### src/rtl/gpio_in_cond.sv
// GPIO receive conditioning: per-bit resynchroniser, programmable stability
// filter and single-cycle rise/fall flags, with a raw test_mode bypass.
module gpio_in_cond #(
  parameter int unsigned WIDTH       = 32,
  parameter int unsigned SYNC_STAGES = 2,
  parameter int unsigned CNT_W       = 4,
  parameter logic        RST_VAL     = 1'b0
) (
  input  logic             clk,
  input  logic             rst_n,
  input  logic [WIDTH-1:0] pad_i,
  input  logic [WIDTH-1:0] filt_en,
  input  logic [CNT_W-1:0] filt_len,
  input  logic             test_mode,
  output logic [WIDTH-1:0] sig_o,
  output logic [WIDTH-1:0] rise_o,
  output logic [WIDTH-1:0] fall_o
);

  logic [WIDTH-1:0] sync_q [SYNC_STAGES];
  logic [WIDTH-1:0] stab_q, stab_d;
  logic [WIDTH-1:0] prev_q;
  logic [CNT_W-1:0] cnt_q  [WIDTH];
  logic [CNT_W-1:0] cnt_d  [WIDTH];
  logic [WIDTH-1:0] s;

  assign s = sync_q[SYNC_STAGES-1];

  always_ff @(posedge clk or negedge rst_n) begin
    if (!rst_n) begin
      for (int unsigned i = 0; i < SYNC_STAGES; i++) sync_q[i] <= {WIDTH{RST_VAL}};
    end else begin
      sync_q[0] <= pad_i;
      for (int unsigned i = 1; i < SYNC_STAGES; i++) sync_q[i] <= sync_q[i-1];
    end
  end

  // A pending change is accepted once the count reaches filt_len; using >=
  // lets a shortened filt_len take effect on the very next edge.
  always_comb begin
    stab_d = stab_q;
    for (int unsigned i = 0; i < WIDTH; i++) begin
      cnt_d[i] = '0;
      if (!filt_en[i]) begin
        stab_d[i] = s[i];
      end else if (s[i] == stab_q[i]) begin
        cnt_d[i] = '0;
      end else if (cnt_q[i] >= filt_len) begin
        stab_d[i] = s[i];
      end else begin
        cnt_d[i] = cnt_q[i] + 1'b1;
      end
    end
  end

  always_ff @(posedge clk or negedge rst_n) begin
    if (!rst_n) begin
      stab_q <= {WIDTH{RST_VAL}};
      prev_q <= {WIDTH{RST_VAL}};
      for (int unsigned i = 0; i < WIDTH; i++) cnt_q[i] <= '0;
    end else begin
      stab_q <= stab_d;
      prev_q <= stab_q;
      for (int unsigned i = 0; i < WIDTH; i++) cnt_q[i] <= cnt_d[i];
    end
  end

  assign sig_o  = test_mode ? pad_i : stab_q;
  assign rise_o = test_mode ? '0 : (stab_q & ~prev_q);
  assign fall_o = test_mode ? '0 : (~stab_q & prev_q);

endmodule

### config.mk
export PLATFORM = sky130hd
export DESIGN_NAME = gpio_in_cond
export DESIGN_NICKNAME = d
export VERILOG_FILES = /design/src/rtl/gpio_in_cond.sv
export SDC_FILE = /design/constraint.sdc
export NUM_CORES = 1
export LEC_CHECK = 0
export ABC_AREA = 1
export CAP_MARGIN = 10
export CORE_MARGIN = 3
export CORE_UTILIZATION = 45
export CTS_CLUSTER_SIZE = 14
export DETAILED_ROUTE_END_ITERATION = 10
export PLACE_DENSITY = 0.66
export SYNTH_ARGS = -nofsm -noshare
export SYNTH_HDL_FRONTEND = slang
export SYNTH_SLANG_ARGS = --single-unit
export TNS_END_PERCENT = 5
### constraint.sdc
create_clock -name clk -period 1.89 [get_ports clk]
set_clock_uncertainty 0.2 [all_clocks]
set_input_delay 0.378 -clock clk [delete_from_list [all_inputs] [get_ports clk]]
set_output_delay 0.378 -clock clk [all_outputs]
set_load 0.005 [all_outputs]
==> results.py, run 1 <==
metrics = {
    "job": {
        "maxCapViolCount": 0,
    },
    "synth": {
        "synth_commonest_cells": "539 x nand2_1, 256 x dfrtp_1, 194 x inv_1",
        "synth-seq-cells": 256,
        "synth.net_count": 1854,
        "synth-edff-count": 0,
        "synth_most_common_cell": "nand2_1",
        "ys_seq_area_share_pct": 46.0,
        "yosysWarnings": 0,
        "synth_cells": 1623,
        "synth_top_cells_by_area": "dfrtp_1 46%, nand2_1 15%, ha_1 14%",
        "syn_area_sq_mm": 0.0139,
        "syn_area_per_cell_sq_um": 8.59,
        "yosysTopAreaCellShare_pct": 46.0,
        "synth_cell_types": 23,
        "synth_top_cell_by_area": "dfrtp_1",
        "synthArstFlopShare_pct": 100,
        "synth-main-ff-cell": "dfrtp_1",
    },
    "global_route": {
        "antenna_found_initial": 1,
        "grt_overflow": 0,
        "grt_max_degree": 55,
        "grt_pass1_wl_um": 53200,
        "grt_pass1_vias": 11300,
        "grtUsageTotal_pct": 19.1,
    },
    "route": {
        "drt_wl_total_um": 32000,
        "vias": 11300,
        "detail-route-antenna-nets": 0,
        "firstDrtPassIters": 5,
        "wl_per_cell_um": 13.7,
        "drt_iter0_drc": 466,
        "viasPerCell": 4.84,
        "drc": 0,
    },
    "worst_setup_path": {
        "cp.required_ps": 1310,
        "critPathKind": "register to output port",
        "cp-startpoint": "stab_q[0]$_DFFE_PN0P_",
        "timing.rr.start": "cnt_q[20]$_DFF_PN0_",
        "crit_path_end_kind": "output port",
        "worstPathMaxFanout": 2,
        "cp_data_arrival_time_ps": 1380,
        "cp-start-kind": "register",
    },
    "sta": {
        "fin_setup_tns_ps": -189,
        "hold_viol": 0,
        "fin_ws_ps": -72.4,
        "fin_crit_sh_pct": 104,
        "fmax_mhz": 510,
        "slew_violations": 0,
        "max_slew_margin_pct": 75.3,
        "rsz0062_at_grt": "true",
        "post-route-min-period_ps": 1960,
        "setup_viol": 5,
        "tightestPinTransition_ps": 371,
    },
    "floorplanning": {
        "die-area_sq_mm": 0.0331,
        "design.core.area_sq_mm": 0.0301,
        "die_h_um": 182,
        "ios": 167,
        "die_w_um": 182,
        "rows": 63,
        "start_util_pct": 46.3,
    },
    "clock_tree": {
        "cts_root_buf": "clkbuf_16",
        "htree_levels": 1,
        "cts_made_buffers": 29,
        "cts_tree": "done",
        "cts_buffer_depth": 3,
        "clk_latency_ps": 540,
        "clkSinkCount": 256,
        "path_clk_slew_ps": 60,
    },
    "cells_and_area": {
        "area_delta_synth_final_pct": 30.3,
        "drive_gt1_share_pct": 21.2,
        "finish.utilization_pct": 60.3,
        "fill_cells": 2603,
        "diodes": 0,
        "nets": 2166,
    },
    "worst_hold_path": {
        "hp-start": "pad_i[11]",
        "hold_path.class": "input port to register",
    },
    "placement": {
        "pre_cts_ws_ps": -575,
        "gp_congestion": 0.820,
        "io_buffers": 166,
        "hpwl_um": 21300,
    },
    "outcome": {
        "status": "complete, but fails checks",
        "violations": "negative setup slack",
    },
    "pwr": {
        "p_leak_uw": 0.0101,
        "power.density_mw_per_mm2": 779,
        "vdd_drop_max_mv": 0.687,
    },
}
==> sequential cells by signal (all words and copies together), names as in the netlist <==
name,flops
s,32
prev_q,32
stab_q,32
cnt_q,128
sync_q,32
==> logic make-up after synthesis <==
group | after synthesis | synth area share, %
buffers and inverters | 205 | 5.68
and+or+nand+nor | 841 | 25.1
adders and majority gates | 160 | 14.4
AOI/OAI and AO/OA | 97 | 4.79
DFF | 256 | 46.0
xor gates and xnor gates | 64 | 4.07
==> power by group <==
group | total [uW] | switching, uW | internal, uW | leakage, uW
Clock | 5350 | 2190 | 3160 | 0.000443
Sequential | 6150 | 297 | 5850 | 0.00324
Combinational | 2650 | 1440 | 1210 | 0.00644
==> cell usage in the layout, fill, tap and decap left out, drive strengths merged, types with 19 or more instances in the layout <==
cell type	count
a21oi	36
buf	154
clkbuf	86
clkdlybuf4s15	20
clkdlybuf4s50	66
dfrtp	256
ha	160
inv	193
nand2	539
nand3	46
nand4	50
nor2	186
nor3b	19
o21ai	19
xor2	64
==> per-stage QoR <==
stage	std cells	hold WS (ps)	instance area (sq um)	power, uW
floorplan	1623	-118	14000	7480
global placement	2240	108	16700	8600
detailed placement	2240	112	16700	8670
CTS	2336	79.4	18100	14300
global route	2343	77.8	18200	15000
finish	2343	104	18200	14100
==> per-layer routing <==
metal / global-route usage (%) / wire, um / up-vias
met5: 0 / 9 / -
met3: 3.00 / 1190 / 33
met2: 33.0 / 15400 / 180
li1: - / - / 5799
met4: 3.75 / 531 / 2
met1: 25.5 / 14900 / 5316
==> critical path: stages, from the launching register on <==
cell and delay (ps):
dfrtp_1 380, buf_4 150, inv_2 50, nand2_2 60
nor2_2 80, buf_2 120
==> path summary, 6_finish.rpt <==
path | cells past startpoint | end | slack (ps)
worst max-delay path | 5 | fall_o[0] | -70
worst min-delay path | 1 | sync_q[43]$_DFF_PN0_ | 100
worst max register to register | 8 | stab_q[26]$_DFFE_PN0P_ | 240
worst min register to register | 0 | s[13]$_DFF_PN0_ | 150
max in group asynchronous | 3 | stab_q[10]$_DFFE_PN0P_ | 720
min in group asynchronous | 2 | cnt_q[19]$_DFF_PN0_ | 140
==> cell type report <==
| cell class | count | area, sq um | area share [%] |
|---|---|---|---|
| multi-input cells | 1162 | 7060 | 38.9 |
| flip-flops and latches | 256 | 6420 | 35.3 |
| repair buffers | 291 | 2530 | 14.0 |
| clock buffers | 38 | 820 | 4.51 |
| inverters | 195 | 751 | 4.13 |
| well taps | 390 | 488 | 2.69 |
| clock inverters | 11 | 93.8 | 0.517 |
==> what timing repair did <==
item,4_1_cts,5_1_grt
endpoints found under the setup margin,98,190
buffers inserted,44,5
cloned,2,2
gates resized for setup,291,151
hold endpoints to repair,256,0
hold buffers,1,0
pin swaps,24,16
(Power assumes the default switching activity.)
==> inputs of run 2 (changes only) <==
--- a/config.mk
+++ b/config.mk
@@ -12,6 +12,7 @@
 export CTS_CLUSTER_SIZE = 14
 export DETAILED_ROUTE_END_ITERATION = 10
 export PLACE_DENSITY = 0.66
+export SLEW_MARGIN = 40
 export SYNTH_ARGS = -nofsm -noshare
 export SYNTH_HDL_FRONTEND = slang
 export SYNTH_SLANG_ARGS = --single-unit
==> results of run 2 <==
Same layout as run 1: the final DEF is identical, and so are final timing and power.
